### config.mk
export PLATFORM = sky130hd
export DESIGN_NAME = modmult_scheduler
export DESIGN_NICKNAME = d
export VERILOG_FILES = /design/src/rtl/modmult_sched_pkg.sv /design/src/rtl/modmult_rsp_fifo.sv /design/src/rtl/modmult_scheduler.sv
export SDC_FILE = /design/constraint.sdc
export NUM_CORES = 1
export LEC_CHECK = 0
export BUFFER_PORTS_ARGS = -buffer_cell sky130_fd_sc_hd__buf_2
export CELL_PAD_IN_SITES_DETAIL_PLACEMENT = 1
export CELL_PAD_IN_SITES_GLOBAL_PLACEMENT = 1
export CORE_MARGIN = 2
export CORE_UTILIZATION = 40
export CTS_BUF_LIST = sky130_fd_sc_hd__clkbuf_2
export DETAILED_ROUTE_END_ITERATION = 10
export PLACE_DENSITY = 0.67
export SYNTH_ARGS = -nofsm -noshare
export SYNTH_HDL_FRONTEND = slang
export SYNTH_HIERARCHICAL = 1
export SYNTH_SLANG_ARGS = --single-unit
### constraint.sdc
create_clock -name clk -period 6.9 [get_ports clk]
set_input_delay 0.345 -clock clk [delete_from_list [all_inputs] [get_ports clk]]
set_output_delay 0.345 -clock clk [all_outputs]
set_load 0.03 [all_outputs]
### src/rtl/modmult_sched_pkg.sv
// Shared types and default constants for the modular-multiply scheduler.
package modmult_sched_pkg;

    localparam int DEF_PIPE_LAT = 7;
    localparam int DEF_MODULUS  = 177147;
    localparam int TAG_ID_W     = 8;

    // Travels alongside each operand through the external pipeline.
    typedef struct packed {
        logic                valid;
        logic [TAG_ID_W-1:0] id;
        logic                err;
    } tag_t;

endpackage

### src/rtl/modmult_rsp_fifo.sv
// Result FIFO with occupancy count; a write into a full FIFO is accepted when a pop happens the same cycle.
module modmult_rsp_fifo #(
    parameter int DEPTH = 16,
    parameter int W     = 8
) (
    input  logic                   clk,
    input  logic                   reset,
    input  logic                   wr_en_i,
    input  logic [W-1:0]           wr_data_i,
    input  logic                   rd_en_i,
    output logic [W-1:0]           rd_data_o,
    output logic                   empty_o,
    output logic [$clog2(DEPTH):0] count_o
);
    localparam int AW = $clog2(DEPTH);
    localparam logic [AW:0] FULL_CNT = (AW+1)'(DEPTH);

    logic [W-1:0]  mem_q [DEPTH];
    logic [AW-1:0] wr_ptr_q, wr_ptr_d;
    logic [AW-1:0] rd_ptr_q, rd_ptr_d;
    logic [AW:0]   count_q, count_d;
    logic          do_wr, do_rd;

    assign do_rd    = rd_en_i && (count_q != '0);
    assign do_wr    = wr_en_i && ((count_q != FULL_CNT) || do_rd);
    assign wr_ptr_d = do_wr ? wr_ptr_q + 1'b1 : wr_ptr_q;
    assign rd_ptr_d = do_rd ? rd_ptr_q + 1'b1 : rd_ptr_q;
    assign count_d  = count_q + {{AW{1'b0}}, do_wr} - {{AW{1'b0}}, do_rd};

    always_ff @(posedge clk) begin
        if (reset) begin
            wr_ptr_q <= '0;
            rd_ptr_q <= '0;
            count_q  <= '0;
        end else begin
            wr_ptr_q <= wr_ptr_d;
            rd_ptr_q <= rd_ptr_d;
            count_q  <= count_d;
        end
    end

    always_ff @(posedge clk) begin
        if (do_wr) mem_q[wr_ptr_q] <= wr_data_i;
    end

    assign rd_data_o = mem_q[rd_ptr_q];
    assign empty_o   = (count_q == '0);
    assign count_o   = count_q;

endmodule

### src/rtl/modmult_scheduler.sv
// Round-robin front end sharing one fixed-latency modular-multiply pipeline among
// NUM_REQ requesters; results return in issue order through a credited FIFO.
module modmult_scheduler
    import modmult_sched_pkg::*;
#(
    parameter int  NUM_REQ    = 4,
    parameter int  DATA_WIDTH = 18,
    parameter int  PIPE_LAT   = DEF_PIPE_LAT,
    parameter int  MODULUS    = DEF_MODULUS,
    parameter int  FIFO_DEPTH = 16,
    localparam int ID_W       = (NUM_REQ > 1) ? $clog2(NUM_REQ) : 1
) (
    input  logic                          clk,
    input  logic                          reset,
    input  logic [NUM_REQ-1:0]            req_valid,
    input  logic [NUM_REQ*DATA_WIDTH-1:0] req_data,
    output logic [NUM_REQ-1:0]            req_ready,
    output logic [DATA_WIDTH-1:0]         mm_op,
    input  logic [DATA_WIDTH-1:0]         mm_result,
    output logic                          rsp_valid,
    input  logic                          rsp_ready,
    output logic [ID_W-1:0]               rsp_id,
    output logic [DATA_WIDTH-1:0]         rsp_data,
    output logic                          rsp_err
);
    localparam int CW    = $clog2(FIFO_DEPTH) + 1;
    localparam int ENT_W = ID_W + 1 + DATA_WIDTH;

    logic [ID_W-1:0]       rr_ptr_q, rr_ptr_d;
    logic [ID_W-1:0]       winner, cand;
    logic                  found, credit, issue, retire, pop;
    logic [DATA_WIDTH-1:0] operand;
    logic [DATA_WIDTH-1:0] mm_op_q, mm_op_d;
    logic [CW-1:0]         inflight_q, inflight_d, fifo_count;
    logic [CW:0]           used;
    tag_t                  issue_tag, tag_out;
    tag_t                  tag_pipe_q [PIPE_LAT+1];
    logic                  fifo_empty;
    logic [ENT_W-1:0]      fifo_wdata, fifo_rdata;
    logic                  unused_tag_id;

    always_comb begin
        found  = 1'b0;
        winner = '0;
        cand   = rr_ptr_q;
        for (int k = 0; k < NUM_REQ; k++) begin
            if (!found && req_valid[cand]) begin
                found  = 1'b1;
                winner = cand;
            end
            cand = (cand == ID_W'(NUM_REQ-1)) ? '0 : cand + 1'b1;
        end
    end

    // A pop this cycle frees a slot, so it counts toward credit immediately.
    assign pop     = rsp_valid & rsp_ready;
    assign used    = {1'b0, inflight_q} + {1'b0, fifo_count};
    assign credit  = used < ((CW+1)'(FIFO_DEPTH) + {{CW{1'b0}}, pop});
    assign issue   = found & credit & ~reset;
    assign operand = req_data[winner*DATA_WIDTH +: DATA_WIDTH];

    always_comb begin
        req_ready = '0;
        if (issue) req_ready[winner] = 1'b1;
    end

    always_comb begin
        issue_tag       = '0;
        issue_tag.valid = issue;
        issue_tag.id    = TAG_ID_W'(winner);
        issue_tag.err   = issue && (64'(operand) >= 64'(MODULUS));
    end

    // Stage 0 lines up with mm_op; the last stage lines up with mm_result.
    assign tag_out    = tag_pipe_q[PIPE_LAT];
    assign retire     = tag_out.valid;
    assign mm_op_d    = issue ? operand : mm_op_q;
    assign rr_ptr_d   = !issue ? rr_ptr_q :
                        (winner == ID_W'(NUM_REQ-1)) ? '0 : winner + 1'b1;
    assign inflight_d = inflight_q + CW'(issue) - CW'(retire);

    always_ff @(posedge clk) begin
        if (reset) begin
            rr_ptr_q   <= '0;
            mm_op_q    <= '0;
            inflight_q <= '0;
            for (int s = 0; s <= PIPE_LAT; s++) tag_pipe_q[s] <= '0;
        end else begin
            rr_ptr_q      <= rr_ptr_d;
            mm_op_q       <= mm_op_d;
            inflight_q    <= inflight_d;
            tag_pipe_q[0] <= issue_tag;
            for (int s = 1; s <= PIPE_LAT; s++) tag_pipe_q[s] <= tag_pipe_q[s-1];
        end
    end

    assign fifo_wdata = {tag_out.id[ID_W-1:0], tag_out.err, mm_result};

    modmult_rsp_fifo #(
        .DEPTH (FIFO_DEPTH),
        .W     (ENT_W)
    ) u_rsp_fifo (
        .clk       (clk),
        .reset     (reset),
        .wr_en_i   (retire),
        .wr_data_i (fifo_wdata),
        .rd_en_i   (pop),
        .rd_data_o (fifo_rdata),
        .empty_o   (fifo_empty),
        .count_o   (fifo_count)
    );

    assign mm_op         = mm_op_q;
    assign rsp_valid     = ~fifo_empty & ~reset;
    assign rsp_id        = rsp_valid ? fifo_rdata[ENT_W-1 -: ID_W] : '0;
    assign rsp_err       = rsp_valid & fifo_rdata[DATA_WIDTH];
    assign rsp_data      = rsp_valid ? fifo_rdata[DATA_WIDTH-1:0] : '0;
    assign unused_tag_id = ^tag_out.id;

endmodule

==> impl_metrics.tcl <==
set metrics [dict create \
    ctsHoldBuffers 72 \
    critPathMaxStageDelay_ns 0.79 \
    cts-root-buf "clkbuf_2" \
    tightest_slew_ns 1.349 \
    synth_cells 965 \
    hold_class "input pin to flip-flop" \
    io-pin-count 141 \
    status "finished clean" \
    crit_slowest_cell "a21oi_4" \
    grt_pass1_wl_um 62070 \
    dieArea_um2 43850 \
    startpoint_type "flip-flop" \
    mostFrequentLayoutCells "336 x edfxtp_1, 155 x clkbuf_2, 140 x buf_2, 72 x dlygate4sd3_1, 72 x dfxtp_1" \
    post_dp_cell_area_um2 18190 \
    drc_errors 0 \
    synth.net_count 1091 \
    ys.flop_type "edfxtp_1" \
    synth.distinct_cells 55 \
    cts.clk_slew.worst_paths_ns 0.12 \
    ant_nets 0 \
    track_usage 0.1876 \
    io_buffers 140 \
    grt_pass1_vias 10910 \
    vdd_drop_max_mv 0.1823 \
    power_density_nw_per_um2 316.8 \
    fmaxAchievable_mhz 165.8 \
    grt.overflow.total 0 \
    cts.repair.resized 0 \
    vias 9726 \
    cts_buffers 103 \
    clockBufferDepth 3 \
    cts_tree "yes" \
    synthArstFlopShare 0 \
    cts_sinks 410 \
    maxCapViolCount 0 \
    ys_seq_elements 410 \
    rsz0062_at_grt "false" \
    synth-edff-count 336 \
    worst-path-buf-inv 5 \
    skew_ns 0.08430 \
    finalCritPeriodShare 0.8740 \
    critPathMaxFanout 28 \
    totalWireLength_um 40110 \
    synth_seq_area_share 0.6856 \
    num_rows 75 \
    htreeDepth 3 \
    grt_antenna_before_repair 2 \
    slew_headroom 0.09294 \
    postSynthAreaPerCell_um2 17.49 \
    chipWidth_um 209.4 \
    period_needed_ns 6.031 \
    place_congestion 0.7510 \
    grt_start_max_net_pins 72 \
    yosysWarningCount 6 \
    p_leak_nw 7.205 \
    setup_violations 0 \
    total_power_w 0.006281 \
    dr.pass1.iters 4 \
    dp.final_hpwl_um 23560 \
    finalMaxSlewViolations 0 \
    required_ns 7.79 \
    syn_area_um2 16880 \
    routedWlPerCell_um 21.37 \
    holdWs_ns 0.1476 \
    cpMostUsedCell "dlygate4sd3_1" \
    crit_type "flip-flop to flip-flop" \
    n_fill_cell 4142 \
    drt-initial-drc-count 444 \
    critPathCaptureType "flip-flop" \
    area_growth_pct 17.49 \
    arrival_ns 6.92 \
    setup-tns-final_ns 0 \
    postLayoutCellArea_um2 19830 \
    core_area_um2 41760 \
    layout_commonest_cell "edfxtp_1" \
    die_h_um 209.4 \
    avgViaCountPerCell 5.182 \
    layout.nets 1386 \
    cp_cell_sequence "ha_1 > mux4_2 > o32a_4 > a21oi_4 > inv_2 > and2_0 > a211oi_1 > dlygate4sd3_1 > a21oi_1 > dlygate4sd3_1 > nand2_1 > dlygate4sd3_1 > o21ai_1 > dlygate4sd3_1" \
    clock_latency_ns 1.03 \
    drive_above_1_share 0.3089 \
    utilization 0.4748 \
    initial_utilization 0.4041 \
    hold_violations 0 \
    post-cts-setup-buffers 0 \
    critPathTopFamily "buffers and inverters" \
]
==> where the power goes <==
group	switching [W]	internal, W
logic	0.000953	0.000865
clock network	0.000971	0.000605
registers	0.000124	0.00276
==> per-stage QoR <==
stage	std cells	setup slack (ns)
floorplan	965	2.840
global placement	1622	2.660
detailed placement	1622	2.523
CTS	1876	0.9139
global route	1877	0.5270
finish	1877	0.8691
==> tightest hold or removal path, stage by stage <==
cell and delay, ns:
buf_2 0.16, o211ai_1 0.16, nand3_1 0.17, o21ai_4 0.15, nor2_1 0.11
==> final timing paths <==
kind	start	endpoint	slack, ns	cells after the start
min reg2reg	tag_pipe_q[0][24]	tag_pipe_q[0][34]	0.43	1
min	req_valid[3]	tag_pipe_q[0][1]	0.15	5
max reg2reg	rr_ptr_q[0]	tag_pipe_q[0][0]	0.87	14
max	rr_ptr_q[0]	tag_pipe_q[0][0]	0.87	14
==> Yosys cell counts (all sizes together) (5+ instances only) <==
cell	n	area share
a211oi	10	0.0044
clkbuf	24	0.0053
xnor2	5	0.0026
a21oi	28	0.0090
edfxtp	336	0.60
mux2i	28	0.017
buf	23	0.013
nor2b	38	0.014
nor2	30	0.0071
inv	35	0.0079
and2	35	0.013
nand2b	6	0.0022
nand3	6	0.0018
xor2	11	0.0057
and3	5	0.0019
a22oi	43	0.019
ha	26	0.019
o21ai	5	0.0028
nand2	60	0.013
dfxtp	74	0.088
a21o	7	0.0031
mux4	92	0.13
==> cell families (layout without fill, tap and decap cells) <==
| logic type | Yosys count | count (layout) | synth area share |
|---|---|---|---|
| other | 0 | 1 | 0 |
| AO/OA/AOI/OAI | 108 | 108 | 0.04597 |
| buffers and inverters | 82 | 454 | 0.02610 |
| adder cells (fa/ha/maj) | 29 | 29 | 0.02284 |
| AND/OR/NAND/NOR | 196 | 196 | 0.06087 |
| XOR/XNOR | 16 | 16 | 0.008303 |
| multiplexers | 124 | 124 | 0.1503 |
| flip-flops | 410 | 410 | 0.6856 |
==> metal layers <==
| metal | share of wire | track usage | vias to the layer above |
|---|---|---|---|
| met5 | 0.00040 | 0 | - |
| met3 | 0.064 | 0.04579 | 42 |
| met1 | 0.41 | 0.2333 | 4938 |
| li1 | - | - | 4431 |
| met4 | 0.016 | 0.06305 | 2 |
| met2 | 0.51 | 0.3223 | 313 |
==> cell type report <==
cell class,instances,area [um2],share of cell area
clock inverters,27,137.6,0.006941
diodes,1,2.502,0.0001262
multi-input cells,473,4916,0.2479
repair buffers,237,1609,0.08115
flip-flops and latches,410,11580,0.5840
clock buffers,155,775.7,0.03912
well taps,539,674.4,0.03401
inverters,35,133.9,0.006752
==> sequential cells by signal, indices dropped and copies added (netlist names), named ones only <==
name and cells:
u_rsp_fifo/rd_ptr_q 4, rr_ptr_q 2, u_rsp_fifo/mem_q 336, mm_op 18, u_rsp_fifo/count_o 5, u_rsp_fifo/wr_ptr_q 4, tag_pipe_q 32, inflight_q 5
(Power assumes the default switching activity.)
